[src/rtl/mem_arbiter_pkg.sv]
// Purpose : shared types and constants for the three-requester memory arbiter.
// Latency : n/a (package only).
// Backpressure: n/a (package only).
// Contents: requester index constants, default geometry, one-hot grant type,
//           index helpers used by the picker and the completion decode.
package mem_arbiter_pkg;

  localparam int NREQ_FIXED = 3;

  localparam int DEF_ADDR_W = 10;
  localparam int DEF_DATA_W = 32;
  localparam int DEF_DEPTH  = 512;

  localparam logic [1:0] REQ_FETCH = 2'd0;
  localparam logic [1:0] REQ_DATA  = 2'd1;
  localparam logic [1:0] REQ_DISK  = 2'd2;

  typedef logic [NREQ_FIXED-1:0] gnt_t;

  // Index 3 is not a requester; it decodes to an empty grant.
  function automatic gnt_t idx2onehot(input logic [1:0] idx);
    gnt_t oh;
    oh = '0;
    if (idx <= REQ_DISK) oh[idx] = 1'b1;
    return oh;
  endfunction

  // Next requester in round-robin order, wrapping DISK -> FETCH.
  function automatic logic [1:0] next_idx(input logic [1:0] idx);
    logic [1:0] nxt;
    if (idx >= REQ_DISK) nxt = REQ_FETCH;
    else                 nxt = idx + 2'd1;
    return nxt;
  endfunction

endpackage

[src/rtl/mem_arbiter_rr_pick.sv]
// Purpose : combinational 3-way round-robin picker.
// Latency : zero cycles, pure combinational.
// Backpressure: none; losing requesters simply see no grant this cycle.
// Ports   : req[2:0] requests, last[1:0] previously granted index;
//           gnt_onehot[2:0] winner one-hot, win[1:0] winner index, any = some request present.
module rr_pick
  import mem_arbiter_pkg::*;
(
  input  logic [2:0] req,
  input  logic [1:0] last,
  output gnt_t       gnt_onehot,
  output logic [1:0] win,
  output logic       any
);

  logic [1:0] cand0;
  logic [1:0] cand1;
  logic [1:0] cand2;

  // Search order starts just after the last winner.
  assign cand0 = next_idx(last);
  assign cand1 = next_idx(cand0);
  assign cand2 = next_idx(cand1);

  always_comb begin
    any = 1'b1;
    win = cand0;
    if (req[cand0]) begin
      win = cand0;
    end else if (req[cand1]) begin
      win = cand1;
    end else if (req[cand2]) begin
      win = cand2;
    end else begin
      any = 1'b0;
      win = REQ_FETCH;
    end
    gnt_onehot = any ? idx2onehot(win) : '0;
  end

endmodule

[src/rtl/mem_arbiter.sv]
// Purpose : round-robin share of a single-port word memory between fetch, data and disk requesters.
// Latency : grant and memory drive same cycle as request; rvalid/err one cycle after the grant.
// Backpressure: a requester without gnt must hold req/we/addr/wdata; one access per clock total.
// Ports   : clock, reset_n (async, active low); req/we/addr/wdata per requester (packed by index);
//           gnt/rvalid/err one-hot per requester, rdata shared; mem_addr/mem_wdata/mem_write
//           drive the memory, mem_rdata returns one cycle after the address.
module mem_arbiter
  import mem_arbiter_pkg::*;
#(
  parameter int ADDR_W = DEF_ADDR_W,
  parameter int DATA_W = DEF_DATA_W,
  parameter int DEPTH  = DEF_DEPTH,
  parameter int NREQ   = NREQ_FIXED
) (
  input  logic                     clock,
  input  logic                     reset_n,
  input  logic [NREQ-1:0]          req,
  input  logic [NREQ-1:0]          we,
  input  logic [NREQ*ADDR_W-1:0]   addr,
  input  logic [NREQ*DATA_W-1:0]   wdata,
  output logic [NREQ-1:0]          gnt,
  output logic [NREQ-1:0]          rvalid,
  output logic [NREQ-1:0]          err,
  output logic [DATA_W-1:0]        rdata,
  output logic [ADDR_W-1:0]        mem_addr,
  output logic [DATA_W-1:0]        mem_wdata,
  output logic                     mem_write,
  input  logic [DATA_W-1:0]        mem_rdata
);

  // One extra bit so DEPTH == 2**ADDR_W still compares correctly.
  localparam logic [ADDR_W:0] DEPTH_L = (ADDR_W + 1)'(DEPTH);

  logic [ADDR_W-1:0] addr_a  [NREQ];
  logic [DATA_W-1:0] wdata_a [NREQ];

  for (genvar i = 0; i < NREQ; i++) begin : g_unpack
    assign addr_a[i]  = addr[i*ADDR_W +: ADDR_W];
    assign wdata_a[i] = wdata[i*DATA_W +: DATA_W];
  end

  // Round-robin and pending-completion state.
  logic [1:0]        rr_ptr;
  logic              rr_seen;
  logic              pend_valid;
  logic [1:0]        pend_owner;
  logic              pend_err;
  logic              pend_rd;
  logic [ADDR_W-1:0] addr_hold;
  logic [DATA_W-1:0] wdata_hold;

  gnt_t              pick_gnt;
  logic [1:0]        pick_win;
  logic              pick_any;
  logic [1:0]        pick_last;

  // Until the first grant after reset, pretend DISK was last so FETCH is searched first.
  assign pick_last = rr_seen ? rr_ptr : REQ_DISK;

  rr_pick u_rr_pick (
    .req        (req),
    .last       (pick_last),
    .gnt_onehot (pick_gnt),
    .win        (pick_win),
    .any        (pick_any)
  );

  logic              grant_vld;
  logic [ADDR_W-1:0] sel_addr;
  logic [DATA_W-1:0] sel_wdata;
  logic              sel_we;
  logic              in_range;

  // Outputs are forced quiet while reset is asserted, even if requests are present.
  assign grant_vld = reset_n & pick_any;
  assign sel_addr  = addr_a[pick_win];
  assign sel_wdata = wdata_a[pick_win];
  assign sel_we    = we[pick_win];
  assign in_range  = ({1'b0, sel_addr} < DEPTH_L);

  assign gnt       = grant_vld ? pick_gnt : '0;
  assign mem_addr  = grant_vld ? sel_addr  : addr_hold;
  assign mem_wdata = grant_vld ? sel_wdata : wdata_hold;
  // Out-of-range writes never reach the memory.
  assign mem_write = grant_vld & sel_we & in_range;

  always_ff @(posedge clock or negedge reset_n) begin
    if (!reset_n) begin
      rr_ptr     <= REQ_FETCH;
      rr_seen    <= 1'b0;
      pend_valid <= 1'b0;
      pend_owner <= REQ_FETCH;
      pend_err   <= 1'b0;
      pend_rd    <= 1'b0;
      addr_hold  <= '0;
      wdata_hold <= '0;
    end else begin
      pend_valid <= pick_any;
      if (pick_any) begin
        rr_ptr     <= pick_win;
        rr_seen    <= 1'b1;
        pend_owner <= pick_win;
        pend_err   <= ~in_range;
        pend_rd    <= ~sel_we;
        addr_hold  <= sel_addr;
        wdata_hold <= sel_wdata;
      end
    end
  end

  // Completion of last cycle's access; independent of whatever is granted now.
  logic rd_done;
  logic err_done;

  assign rd_done  = pend_valid & pend_rd & ~pend_err;
  assign err_done = pend_valid & pend_err;

  assign rvalid = rd_done  ? idx2onehot(pend_owner) : '0;
  assign err    = err_done ? idx2onehot(pend_owner) : '0;
  assign rdata  = rd_done  ? mem_rdata : '0;

endmodule

[config.mk]
export PLATFORM = sky130hd
export DESIGN_NAME = mem_arbiter
export DESIGN_NICKNAME = d
export VERILOG_FILES = /design/src/rtl/mem_arbiter_pkg.sv /design/src/rtl/mem_arbiter_rr_pick.sv /design/src/rtl/mem_arbiter.sv
export SDC_FILE = /design/constraint.sdc
export NUM_CORES = 1
export LEC_CHECK = 0
export CAP_MARGIN = 20
export CORE_MARGIN = 4
export CORE_UTILIZATION = 37
export DETAILED_ROUTE_END_ITERATION = 7
export GPL_ROUTABILITY_DRIVEN = 1
export PLACE_DENSITY = 0.87
export SYNTH_ARGS = -nofsm -noshare
export SYNTH_HDL_FRONTEND = slang
export SYNTH_SLANG_ARGS = --single-unit
[constraint.sdc]
create_clock -name clock -period 2.6 [get_ports clock]
set_clock_uncertainty 0.2 [all_clocks]
set_input_delay 0.65 -clock clock [delete_from_list [all_inputs] [get_ports clock]]
set_output_delay 0.65 -clock clock [all_outputs]
set_load 0.02 [all_outputs]
Yosys cells after proc, flatten, opt, wreduce, memory -nomap -nowiden
Index checks and enable logic that the tools add are counted.
{"block": "word_totals", "regBits": 48, "input_bits": 166, "out_inout_bits": 84}
{"block": "classes", "add_sub_neg": 3, "magnitude_cmp": 14, "mux": 37, "bitwise": 10, "reduce_logical": 2}
{"operator": "two-way mux 32 bit", "count": 4}
{"operator": "binary-select mux 32 bit (select 2 bit)", "count": 1}
{"operator": "two-way mux 10 bit", "count": 3}
{"operator": "binary-select mux 10 bit (select 2 bit)", "count": 1}
{"operator": "two-way mux 3 bit", "count": 6}
{"operator": "less-than comparator 2 x 3 -> 1 bit (second input constant)", "count": 5}
{"operator": "two-way mux 2 bit", "count": 7}
{"operator": "less-than comparator 10 bit (second input constant)", "count": 1}
{"operator": "two-way mux 1 bit", "count": 9}
{"operator": "binary-select mux 1 bit (select 2 bit)", "count": 4}
{"operator": "adder 2 x 1 -> 2 bit (second input constant)", "count": 3}
{"operator": "bitwise AND 1 bit", "count": 6}
{"operator": ">= comparator 2 bit (second input constant)", "count": 3}
{"operator": "demux 1 bit (select 2 bit)", "count": 2}
{"operator": ">= comparator 2 x 1 -> 1 bit (second input constant)", "count": 2}
{"operator": "<= comparator 2 bit (second input constant)", "count": 2}
{"operator": ">= comparator 3 bit (second input constant)", "count": 1}
{"operator": "NOT 1 bit", "count": 3}
{"operator": "NOT 2 -> 3 bit", "count": 1}
{"operator": "logical AND 1 bit", "count": 2}

Depth between registers and ports, before layout
Gate-level depths: netlist of the first run.
{"block": "logic_depth", "word_depth": 19, "ltp_mapped": 8}

By module
Synthesis of the first run repeated with hierarchy kept, for this count alone.
{"block": "unflattened", "hier_cells": 445, "hier_area_um2": 3538.4}
{"mod": "mem_arbiter", "instances": 1, "cells_each": 434, "area_each_um2": 3462.1}
{"mod": "rr_pick", "instances": 1, "cells_each": 11, "area_each_um2": 76.3}

Worst setup path before layout of the first run
Ideal clock, no wire load.
{"block": "synth_timing", "kind": "input to output", "startpoint": "input port req[1]", "endpoint": "output port mem_wdata[10]", "arrival_time_ns": 1.777, "t_required_ns": 1.750, "slack_ns": -0.027, "path_stages": 6, "cell_sequence": "buf_4 > nor2b_4 > o22ai_4 > buf_2 > a32oi_1 > o21ai_1"}
{"block": "synth_via", "elab_chain_cells": 10, "word_cells_on_any_way": 18, "cone_classes": "mux (16); bitwise (2)"}
{"element": "start, declared", "line": "mem_arbiter.sv:17", "source": "input logic [NREQ-1:0] req,"}
{"element": "binary-select mux 1 bit (select 2 bit)", "line": "mem_arbiter_rr_pick.sv:32", "source": "end else if (req[cand2]) begin"}
{"element": "two-way mux 1 bit (implied by the code)", "line": "mem_arbiter_rr_pick.sv:32"}
{"element": "two-way mux 2 bit", "line": "mem_arbiter_rr_pick.sv:32"}
{"element": "two-way mux 2 bit", "line": "mem_arbiter_rr_pick.sv:30", "source": "end else if (req[cand1]) begin"}
{"element": "two-way mux 2 bit", "line": "mem_arbiter_rr_pick.sv:28", "source": "if (req[cand0]) begin"}
{"element": "NOT 2 -> 3 bit (implied by the code)", "line": "mem_arbiter.sv:77", "source": "assign sel_wdata = wdata_a[pick_win];"}
{"element": "binary-select mux 32 bit (select 2 bit)", "line": "mem_arbiter.sv:77"}
{"element": "two-way mux 32 bit (implied by the code) (2 in series)", "line": "mem_arbiter.sv:77"}
{"element": "two-way mux 32 bit (*)", "line": "mem_arbiter.sv:83", "source": "assign mem_wdata = grant_vld ? sel_wdata : wdata_hold;"}
{"element": "end, declared", "line": "mem_arbiter.sv:26", "source": "output logic [DATA_W-1:0] mem_wdata,"}
Every way passes the cells marked *; elsewhere a longest branch is shown, timed or not. The select of a mux whose other input is x is not followed.

==> impl_metrics.py, run 1 <==
metrics = {
    "global_route": {
        "grt_pass1_vias": 5689,
        "grt_antenna_before_repair": 0,
        "grt-ovfl-total": 0,
        "grt_max_degree": 83,
        "grt.total_usage_pct": 33.07,
        "grt_pass1_wl_um": 30290,
    },
    "pwr": {
        "pwr-share-comb_pct": 59.2,
        "p_int_mw": 2.419,
        "power.leakage_nw": 3.234,
        "p_seq_share_pct": 24.1,
        "clkPwrFrac_pct": 16.8,
        "switching_share_pct": 38.43,
        "p_switching_mw": 1.509,
        "p_per_area_nw_per_um2": 490.2,
        "vdd_drop_max_mv": 0.3084,
        "p_total_mw": 3.928,
    },
    "clock_network": {
        "cts-root-buf": "clkbuf_8",
        "clkTransAtPathRegs_ps": 90,
        "clock_path_buffers": 2,
        "clk_latency_ps": 300,
        "clock-sinks": 47,
        "numCtsBuffers": 5,
        "cts.htree.levels": 2,
        "cts_tree": "yes",
    },
    "cells_and_area": {
        "fin_area_um2": 8013,
        "final_util_pct": 81.60,
        "n_antenna_cell": 0,
        "areaGrowthSynthToFinish_pct": 114.3,
        "layout-drive-gt1-share_pct": 37.63,
        "nets": 917,
    },
    "flow_run": {
        "drv_cap": 0,
    },
    "worst_setup_path": {
        "cp.required_ps": 1750,
        "critPathCaptureType": "output pin",
        "path_class": "flop to output pin",
        "crit_path_start_kind": "flop",
        "worst_ep_arrival_time_ps": 2120,
        "crit_fanout": 5,
    },
    "route": {
        "first_pass_iters": 5,
        "drt-wirelength-per-cell_um": 23.66,
        "drc": 0,
        "drt-vias-per-instance": 6.067,
        "drt_iter0_markers": 364,
        "antenna_left": 0,
        "vias": 5369,
        "wl_um": 20940,
    },
    "floorplan": {
        "rows": 36,
        "die_h_um": 108.5,
        "io_pins": 250,
        "die-area_um2": 11780,
        "die_w_um": 108.5,
        "start_util_pct": 38.07,
        "core_um2": 9819,
    },
    "placed_design": {
        "post_dp_cell_area_um2": 6904,
        "post-place-ws_ps": -1103,
        "numPortBuffers": 249,
        "place_congestion": 0.8560,
        "dp.final_hpwl_um": 12150,
    },
    "yosys": {
        "ys_ff_latch": 47,
        "ys_seq_area_share_pct": 31.46,
        "synth.distinct_cells": 35,
        "syn_inst": 429,
        "synth_area_um2": 3739,
        "synth_nets": 595,
        "yosys_warnings": 0,
        "syn-mean-instance-area_um2": 8.715,
    },
    "outcome": {
        "status": "complete, but fails checks",
        "violations": "negative setup slack",
    },
    "worst_hold_path": {
        "holdCritPathClass": "input port to async pin",
    },
    "timing": {
        "rsz0062_at_grt": "true",
        "setup_ws_ps": -368.7,
        "hold_viol_final": 0,
        "worst_pin_slew_ps": 820.1,
        "period_share_pct": 114.2,
        "slew_headroom_pct": 45.33,
        "fmax_mhz": 336.9,
        "fin_crit_ps": 2969,
        "finalSetupViolCount": 45,
        "slew_violations": 0,
        "hold-worst-slack_ps": 90.21,
    },
}
-- cells in the mapped netlist (all sizes together) --
cell | number | area share (%)
o21ai | 87 | 12
a32oi | 83 | 19
dfrtp | 47 | 31
buf | 44 | 7.9
nor2b | 44 | 7.6
a22oi | 41 | 8.2
and2 | 34 | 5.7
clkbuf | 10 | 1.0
nand2 | 7 | 0.90
nor2 | 6 | 0.60
inv | 4 | 0.47
nor3 | 4 | 0.67
nand2b | 3 | 0.50
a21oi | 2 | 0.27
nor4 | 2 | 0.33
a21boi | 1 | 0.20
a221oi | 1 | 0.40
a31oi | 1 | 0.17
and3 | 1 | 0.17
and3b | 1 | 0.23
and4b | 1 | 0.27
nand4bb | 1 | 0.30
o21ba | 1 | 0.27
o22ai | 1 | 0.54
o32ai | 1 | 0.23
or2 | 1 | 0.17
-- layout make-up --
cell class / instances / area [µm²]
Clock buffer: 6 / 72.57
Clock inverter: 2 / 60.06
Fill cell: 540 / 1807
Inverter: 4 / 17.52
Multi-Input combinational cell: 324 / 2950
Sequential cell: 47 / 1180
Tap cell: 133 / 166.4
Timing Repair Buffer: 369 / 3566
-- critical path, cell delays in order (launching register included) --
cell      delay, ps
dfrtp_2         470
and3b_2         280
o21ai_4          60
buf_6           120
buf_6           120
a221oi_4        320
and4b_1         300
buf_6           140
-- timing repair --
item | CTS | global route
setup buffers | 30 | 2
setup endpoints to repair | 81 | 65
hold buffers | 0 | 0
gates cloned | 6 | 0
pin swaps | 23 | 7
resized for setup | 373 | 31
-- cells by family after synthesis --
logic type / after synthesis / synth area share (%)
compound gates: 219 / 41.80
buf+inv: 58 / 9.337
flops: 47 / 31.46
simple gates: 105 / 17.40
-- per-layer routing --
metal,share of wire [%],up-vias,GRT usage (%),routed length (µm)
li1,-,2336,-,-
met1,34,2574,34.58,7160
met2,51,343,61.61,10700
met3,8.0,116,6.806,1682
met4,6.7,0,17.40,1403
met5,0,-,0,0
-- cell usage in the layout, fill, tap and decap left out, types with 5 or more instances in the layout --
cell type	count
clkdlybuf4s50_1	161
nor2_1	5
a32oi_1	43
and2_1	34
nand2_1	6
nor2b_1	33
buf_12	12
buf_6	20
dfrtp_1	44
o21ai_2	28
dlygate4sd2_1	30
nor2b_2	9
clkbuf_2	5
clkbuf_8	5
a32oi_2	22
a32oi_4	18
a22oi_1	41
buf_4	129
o21ai_1	54
-- sequential cells by signal, summed over array words and instances, names as in the netlist --
signal,flops
wdata_hold,32
addr_hold,9
pend_owner,2
pend_err,1
pend_rd,1
pend_valid,1
rr_seen,1
-- worst paths after layout --
check / cells past startpoint / endpoint / startpoint / slack, ps
min in group clock: 2 / addr_hold[3] / addr_hold[3] / 320
worst max register to register: 7 / wdata_hold[25] / pend_owner[1] / 420
worst max-delay path: 7 / mem_write / pend_owner[1] / -370
worst min-delay path: 2 / addr_hold[0] / reset_n / 90
worst min register to register: 2 / addr_hold[3] / addr_hold[3] / 320
max in group asynchronous: 3 / pend_owner[0] / reset_n / 1580
-- metrics by stage --
step | setup TNS [ps] | instances
global placement | -51090 | 839
floorplan | -382.8 | 429
CTS | -7085 | 883
global route | -13790 | 885
finish | -10730 | 885
detailed placement | -57120 | 839
-- power by group through the flow --
stage,registers [mW],logic [mW],clock network [mW]
after floorplan,0.920,0.911,0
after global placement,0.931,1.81,0
after detailed placement,0.937,1.86,0
after CTS,0.926,2.21,0.655
after global routing,0.953,2.44,0.693
final,0.945,2.32,0.659
No activity file was read; power rests on OpenSTA's default activity.
==> run 2, diff against run 1 <==
--- a/config.mk
+++ b/config.mk
@@ -7,10 +7,11 @@
 export LEC_CHECK = 0
 export CAP_MARGIN = 20
 export CORE_MARGIN = 4
-export CORE_UTILIZATION = 37
+export CORE_UTILIZATION = 33
 export DETAILED_ROUTE_END_ITERATION = 7
 export GPL_ROUTABILITY_DRIVEN = 1
-export PLACE_DENSITY = 0.87
+export PLACE_DENSITY = 0.82
+export SLEW_MARGIN = 5
 export SYNTH_ARGS = -nofsm -noshare
 export SYNTH_HDL_FRONTEND = slang
 export SYNTH_SLANG_ARGS = --single-unit
==> constraint.sdc (replaced) <==
create_clock -name clock -period 2.7 [get_ports clock]
set_clock_uncertainty 0.2 [all_clocks]
set_input_delay 0.675 -clock clock [delete_from_list [all_inputs] [get_ports clock]]
set_output_delay 0.675 -clock clock [all_outputs]
set_load 0.02 [all_outputs]
==> run 2 against run 1 <==
Net effect:
- the run still ends with negative setup slack left
- register-to-register slack improved by 70 ps
- largest cell class unchanged
- worst hold slack improved by 120 ps
- sequential cell count did not move
- largest power group unchanged
==> impl_metrics.py, run 2 (synthesis gave the netlist of run 1 again) <==
metrics = {
    "cells_and_area": {
        "final_cell_mix": "clkdlybuf4s50_1, buf_4, o21ai_1, a32oi_1, dfrtp_1",
        "n_antenna_cell": 0,
        "final_cells": 905,
        "top_register": "wdata_hold",
        "fill_cells": 748,
        "areaGrowthSynthToFinish_pct": 116.2,
        "nets": 930,
        "final_common_cell": "clkdlybuf4s50_1",
        "layout-drive-gt1-share_pct": 33.20,
        "largest_register_ff_count": 32,
        "reg_top3": "wdata_hold: 32 flops, addr_hold: 9 flops, pend_owner: 2 flops",
    },
    "timing": {
        "slew_headroom_pct": 44.78,
        "worst_pin_slew_ps": 828.3,
        "period_share_pct": 106.1,
        "rsz0062_at_grt": "true",
        "tns_ps": -4471,
        "setup_ws_ps": -164.9,
        "finalSetupViolCount": 44,
        "fin_crit_ps": 2865,
        "hold_viol_final": 0,
        "fmax_mhz": 349.1,
        "slew_violations": 0,
    },
    "worst_setup_path": {
        "cpPeakStageDelay_ps": 280,
        "crit_buf_inv": 6,
        "crit_path_start_kind": "input port",
        "worstPathCellList": "buf_8, buf_6, nor3_4, inv_4, nand2_8, buf_12, buf_16, a32oi_2, o21ai_1, buf_4",
        "path_delay_family": "buffers and inverters",
        "critPathCaptureType": "output pin",
        "crit_fanout": 8,
        "worst_ep_arrival_time_ps": 1990,
        "crit_slowest_cell": "nor3_4",
        "cp.required_ps": 1820,
        "path_class": "input port to output pin",
    },
    "route": {
        "wl_um": 19860,
        "drt_iter0_markers": 441,
        "vias": 5330,
        "first_pass_iters": 5,
        "drt-wirelength-per-cell_um": 21.95,
        "antenna_left": 0,
        "drt-vias-per-instance": 5.890,
        "drc": 0,
    },
    "floorplan": {
        "io_pins": 250,
        "die_w_um": 114.4,
        "die-area_um2": 13100,
        "core_um2": 10980,
        "rows": 38,
        "die_h_um": 114.4,
        "start_util_pct": 34.04,
    },
    "placed_design": {
        "place_congestion": 0.8725,
        "post-place-cells": 851,
        "dp.final_hpwl_um": 13030,
        "numPortBuffers": 249,
    },
    "global_route": {
        "grt-ovfl-total": 0,
        "grt_pass1_wl_um": 29100,
        "grt.total_usage_pct": 27.94,
        "grt_antenna_before_repair": 0,
        "grt_max_degree": 83,
        "grt_pass1_vias": 5599,
    },
    "clock_network": {
        "ctsHoldBuffers": 0,
        "clock_path_buffers": 2,
        "cts_tree": "yes",
        "numCtsBuffers": 5,
        "cts-root-buf": "clkbuf_16",
        "clkTransAtPathRegs_ps": 80,
        "clock-sinks": 47,
        "cts.htree.levels": 2,
        "clk_latency_ps": 280,
    },
    "flow_run": {
        "drv_cap": 0,
    },
    "pwr": {
        "p_per_area_nw_per_um2": 471.4,
        "p_total_mw": 3.810,
        "vdd_drop_max_mv": 0.2971,
        "power.leakage_nw": 3.367,
    },
    "worst_hold_path": {
        "holdCritPathClass": "input port to async pin",
    },
    "outcome": {
        "status": "complete, but fails checks",
        "violations": "negative setup slack",
    },
}
## run 2: metal layers
| metal | global-route usage, % | vias to the layer above | part of all wire (%) |
|---|---|---|---|
| li1 | - | 2370 | - |
| met1 | 30.23 | 2543 | 35 |
| met5 | 0 | - | 0 |
| met2 | 51.69 | 337 | 53 |
| met4 | 12.51 | 0 | 4.8 |
| met3 | 5.973 | 80 | 7.9 |
## run 2: final timing paths
path / from / to / slack, ps / depth (start not counted)
setup reg to reg: pend_owner[1] / addr_hold[3] / 490 / 9
max in group asynchronous: reset_n / wdata_hold[19] / 1710 / 4
hold reg to reg: wdata_hold[9] / wdata_hold[9] / 310 / 2
min in group clock: wdata_hold[9] / wdata_hold[9] / 310 / 2
setup / recovery: req[0] / mem_wdata[26] / -160 / 10
hold / removal: reset_n / wdata_hold[23] / 210 / 2
## run 2: where the power goes
part	leakage, nW	internal (mW)	switching, mW
clock	0.0875	0.466	0.282
sequential	0.561	0.823	0.0853
combinational	2.72	1.13	1.02
total	3.37	2.42	1.39
## run 2: timing repair
| action | CTS | global route |
|---|---|---|
| gates cloned | 8 | 3 |
| buffers inserted | 32 | 8 |
| resized for setup | 345 | 43 |
| endpoints found under the setup margin | 79 | 47 |
| pin swaps | 37 | 19 |
## run 2: worst register-to-register path, stage by stage (launching register included)
cell and delay, ps:
dfrtp_1 450, and3b_1 280, o21ai_4 70, buf_12 160
buf_12 140, buf_16 110, buf_4 200, buf_4 170
a22oi_1 190, o21ai_1 100
## run 2: per-stage QoR
| stage | hold WS (ps) | cell area (µm²) | worst slack (ps) | utilization, % |
|---|---|---|---|---|
| after floorplan | 179.4 | 3739 | 22.80 | - |
| after global placement | 293.8 | 6837 | -1129 | 62.25 |
| after detailed placement | 297.6 | 6837 | -1156 | 62.25 |
| after CTS | 207.8 | 7775 | -131.4 | 70.79 |
| after global routing | 224.8 | 8082 | -204.1 | 73.58 |
| final | 211.2 | 8082 | -164.9 | 73.58 |
## run 2: area by class of cell
cell class,count,area [µm²],share of cell area (%)
Timing Repair Buffer,382,3860,47.76
Sequential cell,47,1177,14.57
Inverter,4,17.52,0.2168
Tap cell,140,175.2,2.168
Multi-Input combinational cell,324,2674,33.09
Clock inverter,2,38.79,0.4800
Clock buffer,6,138.9,1.719
